## src/rtl/drum_mac_accumulator_pkg.sv

```systemverilog
// drum_mac_accumulator_pkg: shared FSM encodings and saturation limits for the DRUM MAC accumulator.
package drum_mac_accumulator_pkg;
  typedef enum logic [1:0] {S_IDLE, S_ACCUM, S_DONE} state_e;
  function automatic longint sat_max(input int w);
    return (longint'(1) << (w - 1)) - 1;
  endfunction
  function automatic longint sat_min(input int w);
    return -(longint'(1) << (w - 1));
  endfunction
endpackage

```

## src/rtl/drum_mac_accumulator_drum.sv

```systemverilog
// DRUMk_n_m_s: signed DRUM approximate multiplier keeping the K leading bits of each magnitude.
module DRUMk_n_m_s #(
  parameter int K = 8,
  parameter int N = 16,
  parameter int M = 16
) (
  input  logic [N-1:0]   a_i,
  input  logic [M-1:0]   b_i,
  output logic [N+M-1:0] r_o
);
  logic [N-1:0] ua;
  logic [M-1:0] ub;
  logic [K-1:0] ta, tb;
  logic [2*K-1:0] pk;
  logic [N+M-1:0] pm;
  int la, lb, sa, sb;
  always_comb begin
    ua = a_i[N-1] ? -a_i : a_i;
    ub = b_i[M-1] ? -b_i : b_i;
    la = 0;
    lb = 0;
    for (int i = 0; i < N; i++) if (ua[i]) la = i;
    for (int i = 0; i < M; i++) if (ub[i]) lb = i;
    sa = (la >= K) ? la - K + 1 : 0;
    sb = (lb >= K) ? lb - K + 1 : 0;
    // truncated segments get their LSB forced to 1 to unbias the error
    ta = K'(ua >> sa) | K'(sa != 0);
    tb = K'(ub >> sb) | K'(sb != 0);
    pk = ta * tb;
    pm = (N+M)'(pk) << (sa + sb);
    r_o = (a_i[N-1] ^ b_i[M-1]) ? -pm : pm;
  end
endmodule

```

## src/rtl/drum_mac_accumulator.sv

```systemverilog
// drum_mac_accumulator: two-stage DRUM multiply then saturating per-packet accumulate with valid/ready.
module drum_mac_accumulator
  import drum_mac_accumulator_pkg::*;
#(
  parameter int K     = 8,
  parameter int N     = 16,
  parameter int M     = 16,
  parameter int ACC_W = 32
) (
  input  logic             clk_i,
  input  logic             rst_i,
  input  logic             clear_i,
  input  logic             in_valid_i,
  output logic             in_ready_o,
  input  logic [N-1:0]     in_a_i,
  input  logic [M-1:0]     in_b_i,
  input  logic             in_last_i,
  output logic             out_valid_o,
  input  logic             out_ready_i,
  output logic [ACC_W-1:0] out_sum_o,
  output logic             out_sat_o
);
  localparam logic [ACC_W-1:0] MAX_C = ACC_W'(sat_max(ACC_W));
  localparam logic [ACC_W-1:0] MIN_C = ACC_W'(sat_min(ACC_W));
  state_e state_q, state_d;
  logic [N-1:0] a1_q;
  logic [M-1:0] b1_q;
  logic v1_q, l1_q, v2_q, l2_q, adv, ovf;
  logic [N+M-1:0] prod, p2_q;
  logic [ACC_W-1:0] acc_q, acc_d, sum_q, sum_d, clamp;
  logic [ACC_W:0] sum_w;
  logic flag_q, flag_d, sat_q, sat_d;

  DRUMk_n_m_s #(.K(K), .N(N), .M(M)) u_drum (.a_i(a1_q), .b_i(b1_q), .r_o(prod));

  assign adv         = !(out_valid_o && !out_ready_i);
  assign in_ready_o  = adv && !clear_i;
  assign out_valid_o = state_q == S_DONE;
  assign out_sum_o   = sum_q;
  assign out_sat_o   = sat_q;
  // one guard bit: overflow shows as disagreement of the top two bits
  assign sum_w = {acc_q[ACC_W-1], acc_q} + {{(ACC_W+1-N-M){p2_q[N+M-1]}}, p2_q};
  assign ovf   = sum_w[ACC_W] != sum_w[ACC_W-1];
  assign clamp = ovf ? (sum_w[ACC_W] ? MIN_C : MAX_C) : sum_w[ACC_W-1:0];

  always_comb begin
    state_d = state_q;
    acc_d   = acc_q;
    flag_d  = flag_q;
    sum_d   = sum_q;
    sat_d   = sat_q;
    if (clear_i) begin
      state_d = S_IDLE;
      acc_d   = '0;
      flag_d  = 1'b0;
    end else if (adv) begin
      if (v2_q && l2_q) begin
        state_d = S_DONE;
        sum_d   = clamp;
        sat_d   = flag_q | ovf;
        acc_d   = '0;
        flag_d  = 1'b0;
      end else if (v2_q) begin
        state_d = S_ACCUM;
        acc_d   = clamp;
        flag_d  = flag_q | ovf;
      end else if (state_q == S_DONE) begin
        state_d = S_IDLE;
      end
    end
  end

  always_ff @(posedge clk_i or posedge rst_i) begin
    if (rst_i) begin
      state_q <= S_IDLE;
      acc_q   <= '0;
      flag_q  <= 1'b0;
      sum_q   <= '0;
      sat_q   <= 1'b0;
      a1_q    <= '0;
      b1_q    <= '0;
      l1_q    <= 1'b0;
      v1_q    <= 1'b0;
      p2_q    <= '0;
      l2_q    <= 1'b0;
      v2_q    <= 1'b0;
    end else begin
      state_q <= state_d;
      acc_q   <= acc_d;
      flag_q  <= flag_d;
      sum_q   <= sum_d;
      sat_q   <= sat_d;
      if (clear_i) begin
        v1_q <= 1'b0;
        v2_q <= 1'b0;
      end else if (adv) begin
        a1_q <= in_a_i;
        b1_q <= in_b_i;
        l1_q <= in_last_i;
        v1_q <= in_valid_i;
        p2_q <= prod;
        l2_q <= l1_q;
        v2_q <= v1_q;
      end
    end
  end
endmodule
```

## config.mk

```make
export PLATFORM = sky130hd
export DESIGN_NAME = drum_mac_accumulator
export DESIGN_NICKNAME = d
export VERILOG_FILES = /design/src/rtl/drum_mac_accumulator_pkg.sv /design/src/rtl/drum_mac_accumulator_drum.sv /design/src/rtl/drum_mac_accumulator.sv
export SDC_FILE = /design/constraint.sdc
export NUM_CORES = 1
export LEC_CHECK = 0
export ABC_CLOCK_PERIOD_IN_PS = 12300
export BUFFER_PORTS_ARGS = -buffer_cell sky130_fd_sc_hd__buf_2
export CAP_MARGIN = 20
export CORE_ASPECT_RATIO = 2
export CORE_MARGIN = 2
export CORE_UTILIZATION = 62
export DETAILED_ROUTE_END_ITERATION = 10
export GPL_TIMING_DRIVEN = 0
export PLACE_DENSITY_LB_ADDON = 0.1
export SYNTH_ARGS = -nofsm -noshare
export SYNTH_HDL_FRONTEND = slang
export SYNTH_SLANG_ARGS = --single-unit
```

## constraint.sdc

```tcl
create_clock -name clk_i -period 12.3 [get_ports clk_i]
set_input_delay 2.46 -clock clk_i [delete_from_list [all_inputs] [get_ports clk_i]]
set_output_delay 2.46 -clock clk_i [all_outputs]
set_load 0.02 [all_outputs]
```

==> reports/qor.yml, run 1 <==
synth:
  synthFlopType: "dfrtp_1"
  synth_nets: 2209
  synth_edf_count: 0
  synth_cell_type_count: 99
  synthesis.area_um2: 15550
  syn_avg_cell_area_um2: 7.644
  synth_cells: 2034
  synth_seq_cells: 136
  async_reset_ff_frac: 1.000
  synth.yosys.seq_area_share: 0.2189
  yosys_warnings: 0
final_layout:
  instances_no_fill: 2477
  diodes: 0
  fin_area_um2: 17160
  nFillCells: 2276
  nets: 2303
  drive_gt1_frac: 0.1102
  seq_area_um2: 3403
  multi_input_area_um2: 11530
  area_delta_synth_final_pct: 10.33
routing:
  drtAntennaViolNets: 0
  vias: 16110
  wire_per_inst_um: 19.42
  vias_per_cell: 6.504
  initialDrtViolationCount: 1527
  remaining_drc_errors: 0
  drt_pass1_iterations: 6
  wirelength_mm: 48.10
timing:
  hold_viol: 0
  fin_worst_skew_ns: 0.01942
  worst_pin_slew_ns: 1.169
  fin_setup_tns_ns: 0
  finalCritPeriodShare: 0.9644
  rsz0062_at_grt: "true"
  setup_viol: 0
  finalCriticalPeriod_ns: 11.86
  slew_violations: 0
  timing.final.ws_setup_ns: 0.4377
  clock.fmax_mhz: 84.30
  slew_headroom: 0.2142
global_route:
  grt_pass1_vias: 15330
  grt_usage: 0.3696
  grt_max_degree: 104
  grt_pass1_wl_mm: 78.19
  grt_overflow_total: 0
  antenna_found_initial: 0
clock_network:
  clk_latency_ns: 0.46
  hold_buffers: 0
  cts_tree: "built"
  cts.sinks: 136
  cts.path.max_buffers: 2
  cts_inserted_buffers: 17
  htreeDepth: 4
  cts-root-buf: "clkbuf_16"
  path_clk_slew_ns: 0.08
setup_path:
  reg2reg_slack_ns: 0.44
  crit_fanout: 14
  end_kind: "flip-flop"
  arrival_ns: 12.20
  path_buf_inv: 10
  crit_top_cell: "inv_1"
  path_depth: 39
  cp-start-kind: "flip-flop"
  worstPathRequired_ns: 12.63
  crit_family: "compound AO/OA/AOI/OAI gates"
  reg2regPathDepth: 39
  cpMaxStageDelayCell: "or4_1"
  cp_slowest_stage_delay_ns: 0.60
  crit_type: "flip-flop to flip-flop"
die:
  die_y_um: 228.0
  die_area_um2: 26440
  die_x_um: 116.0
  initial_utilization: 0.6262
  std_cell_rows: 82
  coreArea_um2: 24830
  ioPinCount: 73
placed_design:
  place.gp.congestion: 1.020
  placed_cell_area_um2: 16360
  dp_cells: 2443
  hpwl_mm: 37.10
  pre_cts_ws_ns: -0.3048
  port_buffers: 72
worst_hold_path:
  worstHoldPathType: "flip-flop to flip-flop"
  hold_depth: 2
run_status:
  outcome: "finished clean"
job:
  drv_cap: 0
## path summary, 6_finish.rpt
kind,startpoint,to
worst min-delay path,out_sum_o[2],out_sum_o[2]
min in group asynchronous,rst_i,l1_q
worst min register to register,out_sum_o[2],out_sum_o[2]
max in group asynchronous,rst_i,out_sum_o[15]
worst max-delay path,b1_q[1],p2_q[31]
worst max register to register,b1_q[1],p2_q[31]
## what timing repair did
item                       CTS  global route
setup endpoints to repair   14            20
buffers inserted             0             3
pin swaps                    0             2
resized for setup            9            31
## cells by family after synthesis
logic type	Yosys count	synth area share
fa+ha+maj	137	0.1286
compound gates	624	0.2754
simple gates	801	0.2423
flops	136	0.2189
xor+xnor	87	0.04997
mux	48	0.03533
buf+inv	201	0.04957
## final cells by class
type	instances	area share
inverters	94	0.02086
multi-input cells	1697	0.6723
flip-flops and latches	136	0.1984
well taps	336	0.02451
repair buffers	77	0.02421
clock inverters	15	0.01050
clock buffers	17	0.02480
plain buffers	105	0.02443
## stage by stage
step	hold slack, ns	utilization
floorplan	0.4386	-
CTS	0.4738	0.6854
detailed placement	0.4586	0.6590
global placement	0.4566	0.6577
global route	0.4940	0.6909
finish	0.4676	0.6909
## layout by cell type (no fill, tap or decap), types with 18 or more instances in the layout
cell type,n
nand2_1,295
nor2_1,209
o21ai_0,148
dfrtp_1,136
a21oi_1,114
ha_1,99
inv_1,91
clkbuf_1,86
buf_2,77
xor2_1,42
nand3_1,42
xnor2_1,42
fa_1,38
nor3_1,37
o31ai_1,34
or2_2,31
a21o_1,30
a31oi_1,30
mux2i_1,29
nor2b_1,27
o211ai_1,25
a211oi_1,22
nand2b_1,21
o21a_1,20
or3_1,18
## synth_stat cells (12+ instances only)
cell type	instances	area, um2
fa_1	38	760.7
nand4_1	17	106.4
or2_2	31	193.9
inv_1	92	345.3
o21ai_0	148	740.7
a211oi_1	24	180.2
o31ai_1	35	262.8
clkbuf_1	94	352.8
o2111ai_1	12	105.1
o21ai_1	18	90.09
and3_1	17	106.4
nand2_1	295	1107
a31oi_1	34	212.7
mux2_2	15	168.9
nor3_1	38	190.2
nor4_1	15	93.84
nand3_1	42	210.2
mux2i_1	29	290.3
o211ai_1	25	187.7
dfrtp_1	136	3403
nand2b_1	21	131.4
and2_1	15	93.84
a21oi_1	114	570.6
nor2b_1	27	168.9
o21a_1	20	150.1
xor2_1	43	376.6
nor2_1	211	792.0
ha_1	99	1239
xnor2_1	42	367.9
o22ai_1	13	81.33
or3_1	18	112.6
a21o_1	30	225.2
## sequential cells by signal, indices dropped and copies added, names as in the netlist, 2 cells and up
| register | flops |
|---|---|
| state_q | 2 |
| acc_q | 32 |
| out_sum_o | 32 |
| b1_q | 16 |
| p2_q | 32 |
| a1_q | 16 |
## metal layers
layer  routed length [um]  track usage
met5                    0            0
met4                 2307       0.1708
met2                22720       0.5859
met3                 3511      0.06217
met1                19570       0.4890
## worst register-to-register path: cells and delay by family (launching register included)
kind,cells,cell delay (ns)
AO/OA/AOI/OAI,14,3.94
adder cells (fa/ha/maj),7,2.79
AND/OR/NAND/NOR,6,2.50
buffers and inverters,10,1.64
flip-flops,1,0.46
XOR/XNOR,2,0.40
Power of run 1 is left out: the tool's default activity adds up to more than one toggle a clock period on the data nets, which glitch-free logic cannot reach.
==> run 2: changes to the inputs <==
--- a/config.mk
+++ b/config.mk
@@ -9,7 +9,6 @@
 export BUFFER_PORTS_ARGS = -buffer_cell sky130_fd_sc_hd__buf_2
 export CAP_MARGIN = 20
 export CORE_ASPECT_RATIO = 2
-export CORE_MARGIN = 2
 export CORE_UTILIZATION = 62
 export DETAILED_ROUTE_END_ITERATION = 10
 export GPL_TIMING_DRIVEN = 0
==> reports/qor.yml, run 2 (synthesis gave the netlist of run 1 again) <==
die:
  die_x_um: 114.0  # was 116.0 um
  ioPinCount: 73  # unchanged
  die_y_um: 226.0  # was 228.0 um
  die_area_um2: 25750  # was 26,440 um2
  coreArea_um2: 24530  # was 24,830 um2
  std_cell_rows: 81  # was 82
  initial_utilization: 0.6340  # was 0.6262
routing:
  vias: 16810  # was 16.11k
  vias_per_cell: 6.778  # was 6.504
  remaining_drc_errors: 0  # unchanged
  wire_per_inst_um: 23.38  # was 19.42 um
  initialDrtViolationCount: 1344  # was 1,527
  drtAntennaViolNets: 0  # unchanged
  wirelength_mm: 57.97  # was 48.10 mm
  drt_pass1_iterations: 8  # was 6
timing:
  timing.final.ws_setup_ns: 0.3988  # was 0.4377 ns
  whs_ns: 0.4734  # was 0.4676 ns
  hold_viol: 0  # unchanged
  fin_worst_skew_ns: 0.01324  # was 0.01942 ns
  finalCriticalPeriod_ns: 11.90  # was 11.86 ns
  worst_pin_slew_ns: 1.131  # was 1.169 ns
  setup_viol: 0  # unchanged
  clock.fmax_mhz: 84.02  # was 84.30 MHz
  slew_violations: 0  # unchanged
  finalCritPeriodShare: 0.9676  # was 0.9644
  slew_headroom: 0.2462  # was 0.2142
  fin_setup_tns_ns: 0  # unchanged
placed_design:
  dp_cells: 2439  # was 2,443
  hpwl_mm: 44.52  # was 37.10 mm
  place.gp.congestion: 1.091  # was 1.020
  pre_cts_ws_ns: -0.5517  # was -0.3048 ns
  port_buffers: 72  # unchanged
final_layout:
  nFillCells: 2077  # was 2,276
  nets: 2310  # was 2,303
  instances_no_fill: 2480  # was 2,477
  area_delta_synth_final_pct: 11.28  # was 10.33%
  drive_gt1_frac: 0.1187  # was 0.1102
  diodes: 0  # unchanged
  mostFrequentLayoutCell: "nand2_1"  # unchanged
  final_cell_mix: "nand2_1 (295), nor2_1 (209), o21ai_0 (143)"  # was nand2_1 (295), nor2_1 (209), o21ai_0 (148)
worst_hold_path:
  worstHoldPathType: "flip-flop to flip-flop"  # unchanged
run_status:
  outcome: "finished clean"  # unchanged
setup_path:
  cp-start-kind: "flip-flop"  # unchanged
  worstPathRequired_ns: 12.68  # was 12.63 ns
  arrival_ns: 12.29  # was 12.20 ns
  path_buf_inv: 5  # was 10
  crit_fanout: 10  # was 14
  cpMaxStageDelayCell: "a31oi_1"  # was or4_1
  crit_family: "compound AO/OA/AOI/OAI gates"  # unchanged
  end_kind: "flip-flop"  # unchanged
  cp_slowest_stage_delay_ns: 0.78  # was 0.60 ns
  crit_type: "flip-flop to flip-flop"  # unchanged
global_route:
  grt_util_met3: 0.1396  # was 0.06217
  grt_max_degree: 105  # was 104
  grt_pass1_wl_mm: 90.47  # was 78.19 mm
  grt_pass1_vias: 17200  # was 15.33k
  grt_usage: 0.4650  # was 0.3696
  grt_overflow_total: 0  # unchanged
  antenna_found_initial: 1  # was 0
  grtUsageMet2: 0.8149  # was 0.5859
  grt.met1_usage: 0.3821  # was 0.4890
  busiest_layer: "met2"  # unchanged
clock_network:
  clk_latency_ns: 0.47  # was 0.46 ns
  cts-root-buf: "clkbuf_16"  # unchanged
  path_clk_slew_ns: 0.07  # was 0.08 ns
  hold_buffers: 0  # unchanged
  cts.sinks: 136  # unchanged
  htreeDepth: 4  # unchanged
  cts_tree: "built"  # unchanged
  cts_inserted_buffers: 17  # unchanged
  cts.path.max_buffers: 2  # unchanged
job:
  drv_cap: 0  # unchanged
## run 2: cell type report
cell class / count / area, um2 / area share
multi-input cells: 1697 / 11640 / 0.6728
flip-flops and latches: 136 / 3403 / 0.1967
repair buffers: 86 / 483.0 / 0.02791
clock buffers: 18 / 429.2 / 0.02480
well taps: 332 / 415.4 / 0.02401
plain buffers: 103 / 411.6 / 0.02379
inverters: 94 / 357.8 / 0.02068
clock inverters: 14 / 161.4 / 0.009328
## run 2: repair_timing
item / 4_1_cts / 5_1_grt
gates resized for setup: 11 / 53
setup buffers: 0 / 9
cloned: 0 / 0
setup endpoints to repair: 16 / 22
pin swaps: 0 / 4
## run 2: metrics by stage
step	instance area (um2)	utilization
after CTS	17010	0.6936
final	17300	0.7055
after detailed placement	16360	0.6669
after global routing	17300	0.7055
after global placement	16320	0.6656
after floorplan	15550	-
## run 2: final timing paths
path | cells past startpoint | slack [ns] | endpoint | from
setup reg to reg | 38 | 0.40 | p2_q[30] | a1_q[0]
hold reg to reg | 2 | 0.47 | out_sum_o[17] | out_sum_o[17]
hold / removal | 2 | 0.47 | out_sum_o[17] | out_sum_o[17]
min in group asynchronous | 2 | 1.98 | a1_q[14] | rst_i
setup / recovery | 38 | 0.40 | p2_q[30] | a1_q[0]
max in group asynchronous | 3 | 9.48 | acc_q[14] | rst_i
## run 2: tightest hold or removal path, stage by stage, from the launching register on
cell	delay [ns]
dfrtp_1	0.33
nand2_1	0.05
o21ai_0	0.06
## run 2: layer usage
| metal | part of all wire | wire length, um |
|---|---|---|
| met5 | 0.00024 | 14 |
| met4 | 0.13 | 7722 |
| met3 | 0.070 | 4047 |
| met2 | 0.50 | 28880 |
| met1 | 0.30 | 17310 |
Power of run 2 is left out for the same reason.
==> run 3: changes to the inputs <==
--- a/config.mk
+++ b/config.mk
@@ -6,9 +6,10 @@
 export NUM_CORES = 1
 export LEC_CHECK = 0
 export ABC_CLOCK_PERIOD_IN_PS = 12300
-export BUFFER_PORTS_ARGS = -buffer_cell sky130_fd_sc_hd__buf_2
+export BUFFER_PORTS_ARGS = -buffer_cell sky130_fd_sc_hd__buf_4
 export CAP_MARGIN = 20
 export CORE_ASPECT_RATIO = 2
+export CORE_MARGIN = 5
 export CORE_UTILIZATION = 62
 export DETAILED_ROUTE_END_ITERATION = 10
 export GPL_TIMING_DRIVEN = 0
==> constraint.sdc (replaced) <==
create_clock -name clk_i -period 12.3 [get_ports clk_i]
set_input_delay 1.23 -clock clk_i [delete_from_list [all_inputs] [get_ports clk_i]]
set_output_delay 1.23 -clock clk_i [all_outputs]
set_load 0.02 [all_outputs]
==> reports/qor.yml, run 3 (synthesis gave the netlist of run 1 again) <==
run_status:
  outcome: "finished clean"  # unchanged
setup_path:
  worstPathRequired_ns: 12.63  # was 12.68 ns
  crit_top_cell: "inv_1"
  arrival_ns: 12.36  # was 12.29 ns
  crit_family: "compound AO/OA/AOI/OAI gates"  # unchanged
  path_buf_inv: 11  # was 5
  cp_slowest_stage_delay_ns: 0.71  # was 0.78 ns
  end_kind: "flip-flop"  # unchanged
  cp-start-kind: "flip-flop"  # unchanged
  cpMaxStageDelayCell: "a2111oi_0"  # was a31oi_1
  crit_type: "flip-flop to flip-flop"  # unchanged
  crit_fanout: 10  # unchanged
final_layout:
  multi_input_area_um2: 11640  # about the same
  mostFrequentLayoutCell: "nand2_1"  # unchanged
  instances_no_fill: 2479  # was 2,480
  drive_gt1_frac: 0.1157  # was 0.1187
  nets: 2305  # was 2,310
  area_delta_synth_final_pct: 12.36  # was 11.28%
  nFillCells: 2103  # was 2,077
  seq_area_um2: 3403  # unchanged
  final_cell_mix: "nand2_1 (295), nor2_1 (209), o21ai_0 (145)"  # was nand2_1 (295), nor2_1 (209), o21ai_0 (143)
  diodes: 0  # unchanged
  fin_area_um2: 17470  # was 17,300 um2
clock_network:
  path_clk_slew_ns: 0.07  # about the same
  cts-root-buf: "clkbuf_16"  # unchanged
  cts_inserted_buffers: 17  # unchanged
  cts.path.max_buffers: 2  # unchanged
  cts_tree: "built"  # unchanged
  clk_latency_ns: 0.47  # about the same
  htreeDepth: 4  # unchanged
  hold_buffers: 0  # unchanged
  cts.sinks: 136  # unchanged
placed_design:
  dp_cells: 2443  # was 2,439
  hpwl_mm: 44.61  # was 44.52 mm
  pre_cts_ws_ns: -0.6464  # was -0.5517 ns
  port_buffers: 72  # unchanged
  placed_cell_area_um2: 16540  # was 16,360 um2
  place.gp.congestion: 1.122  # was 1.091
timing:
  fin_setup_tns_ns: 0  # unchanged
  setup_viol: 0  # unchanged
  timing.final.ws_setup_ns: 0.2667  # was 0.3988 ns
  slew_headroom: 0.1728  # was 0.2462
  slew_violations: 0  # unchanged
  finalCritPeriodShare: 0.9783  # was 0.9676
  fin_worst_skew_ns: 0.02132  # was 0.01324 ns
  clock.fmax_mhz: 83.10  # was 84.02 MHz
  worst_pin_slew_ns: 1.231  # was 1.131 ns
  finalCriticalPeriod_ns: 12.03  # was 11.90 ns
  hold_viol: 0  # unchanged
die:
  die_x_um: 122.0  # was 114.0 um
  initial_utilization: 0.6237  # was 0.6340
  die_y_um: 234.0  # was 226.0 um
  die_area_um2: 28540  # was 25,750 um2
  ioPinCount: 73  # unchanged
  coreArea_um2: 24930  # was 24,530 um2
  std_cell_rows: 82  # was 81
routing:
  vias: 16630  # was 16.81k
  drtAntennaViolNets: 0  # unchanged
  initialDrtViolationCount: 1079  # was 1,344
  remaining_drc_errors: 0  # unchanged
  wire_per_inst_um: 23.04  # was 23.38 um
  vias_per_cell: 6.708  # was 6.778
  drt_pass1_iterations: 5  # was 8
  wirelength_mm: 57.12  # was 57.97 mm
global_route:
  antenna_found_initial: 0  # was 1
  grt_max_degree: 104  # was 105
  grt_pass1_wl_mm: 89.58  # was 90.47 mm
  grt_overflow_total: 0  # unchanged
  grt_usage: 0.4068  # was 0.4650
  grt_pass1_vias: 17350  # was 17.20k
job:
  drv_cap: 0  # unchanged
worst_hold_path:
  worstHoldPathType: "flip-flop to flip-flop"  # unchanged
==> run 3: per-stage QoR <==
stage,hold WS [ns],utilization
floorplan,0.4386,-
global placement,0.4632,0.6622
detailed placement,0.4710,0.6635
CTS,0.4850,0.6911
global route,0.5051,0.7007
finish,0.4787,0.7007
==> run 3: final cells by class <==
| cell class | instances | share of cell area |
|---|---|---|
| multi-input combinational | 1697 | 0.6663 |
| sequential | 136 | 0.1948 |
| timing repair buffer | 79 | 0.03509 |
| clock buffer | 18 | 0.02456 |
| tap | 336 | 0.02406 |
| buffer | 105 | 0.02399 |
| inverter | 94 | 0.02048 |
| clock inverter | 14 | 0.01074 |
==> run 3: worst paths after layout <==
kind	startpoint	endpoint	slack, ns	cells after the start
setup / recovery	b1_q[0]	p2_q[31]	0.27	43
hold / removal	out_sum_o[26]	out_sum_o[26]	0.48	2
setup reg to reg	b1_q[0]	p2_q[31]	0.27	43
hold reg to reg	out_sum_o[26]	out_sum_o[26]	0.48	2
max in group asynchronous	rst_i	acc_q[7]	10.71	3
min in group asynchronous	rst_i	a1_q[4]	0.74	2
==> run 3: what timing repair did <==
item,CTS,global route
pin swaps,0,8
endpoints found under the setup margin,16,20
setup buffers,0,6
gates resized for setup,12,43
==> run 3: tightest hold or removal path, delay by kind of cell (launching register included) <==
kind / cells / cell delay [ns]
AND/OR/NAND/NOR: 1 / 0.05
AO/OA/AOI/OAI: 1 / 0.06
flip-flops: 1 / 0.34
==> run 3: routing by layer <==
layer,share of wire,wire length [um],track usage
met1,0.30,17220,0.3420
met2,0.52,29430,0.7358
met3,0.060,3447,0.09944
met4,0.12,7024,0.4148
met5,0,0,0
Power of run 3 is left out for the same reason.
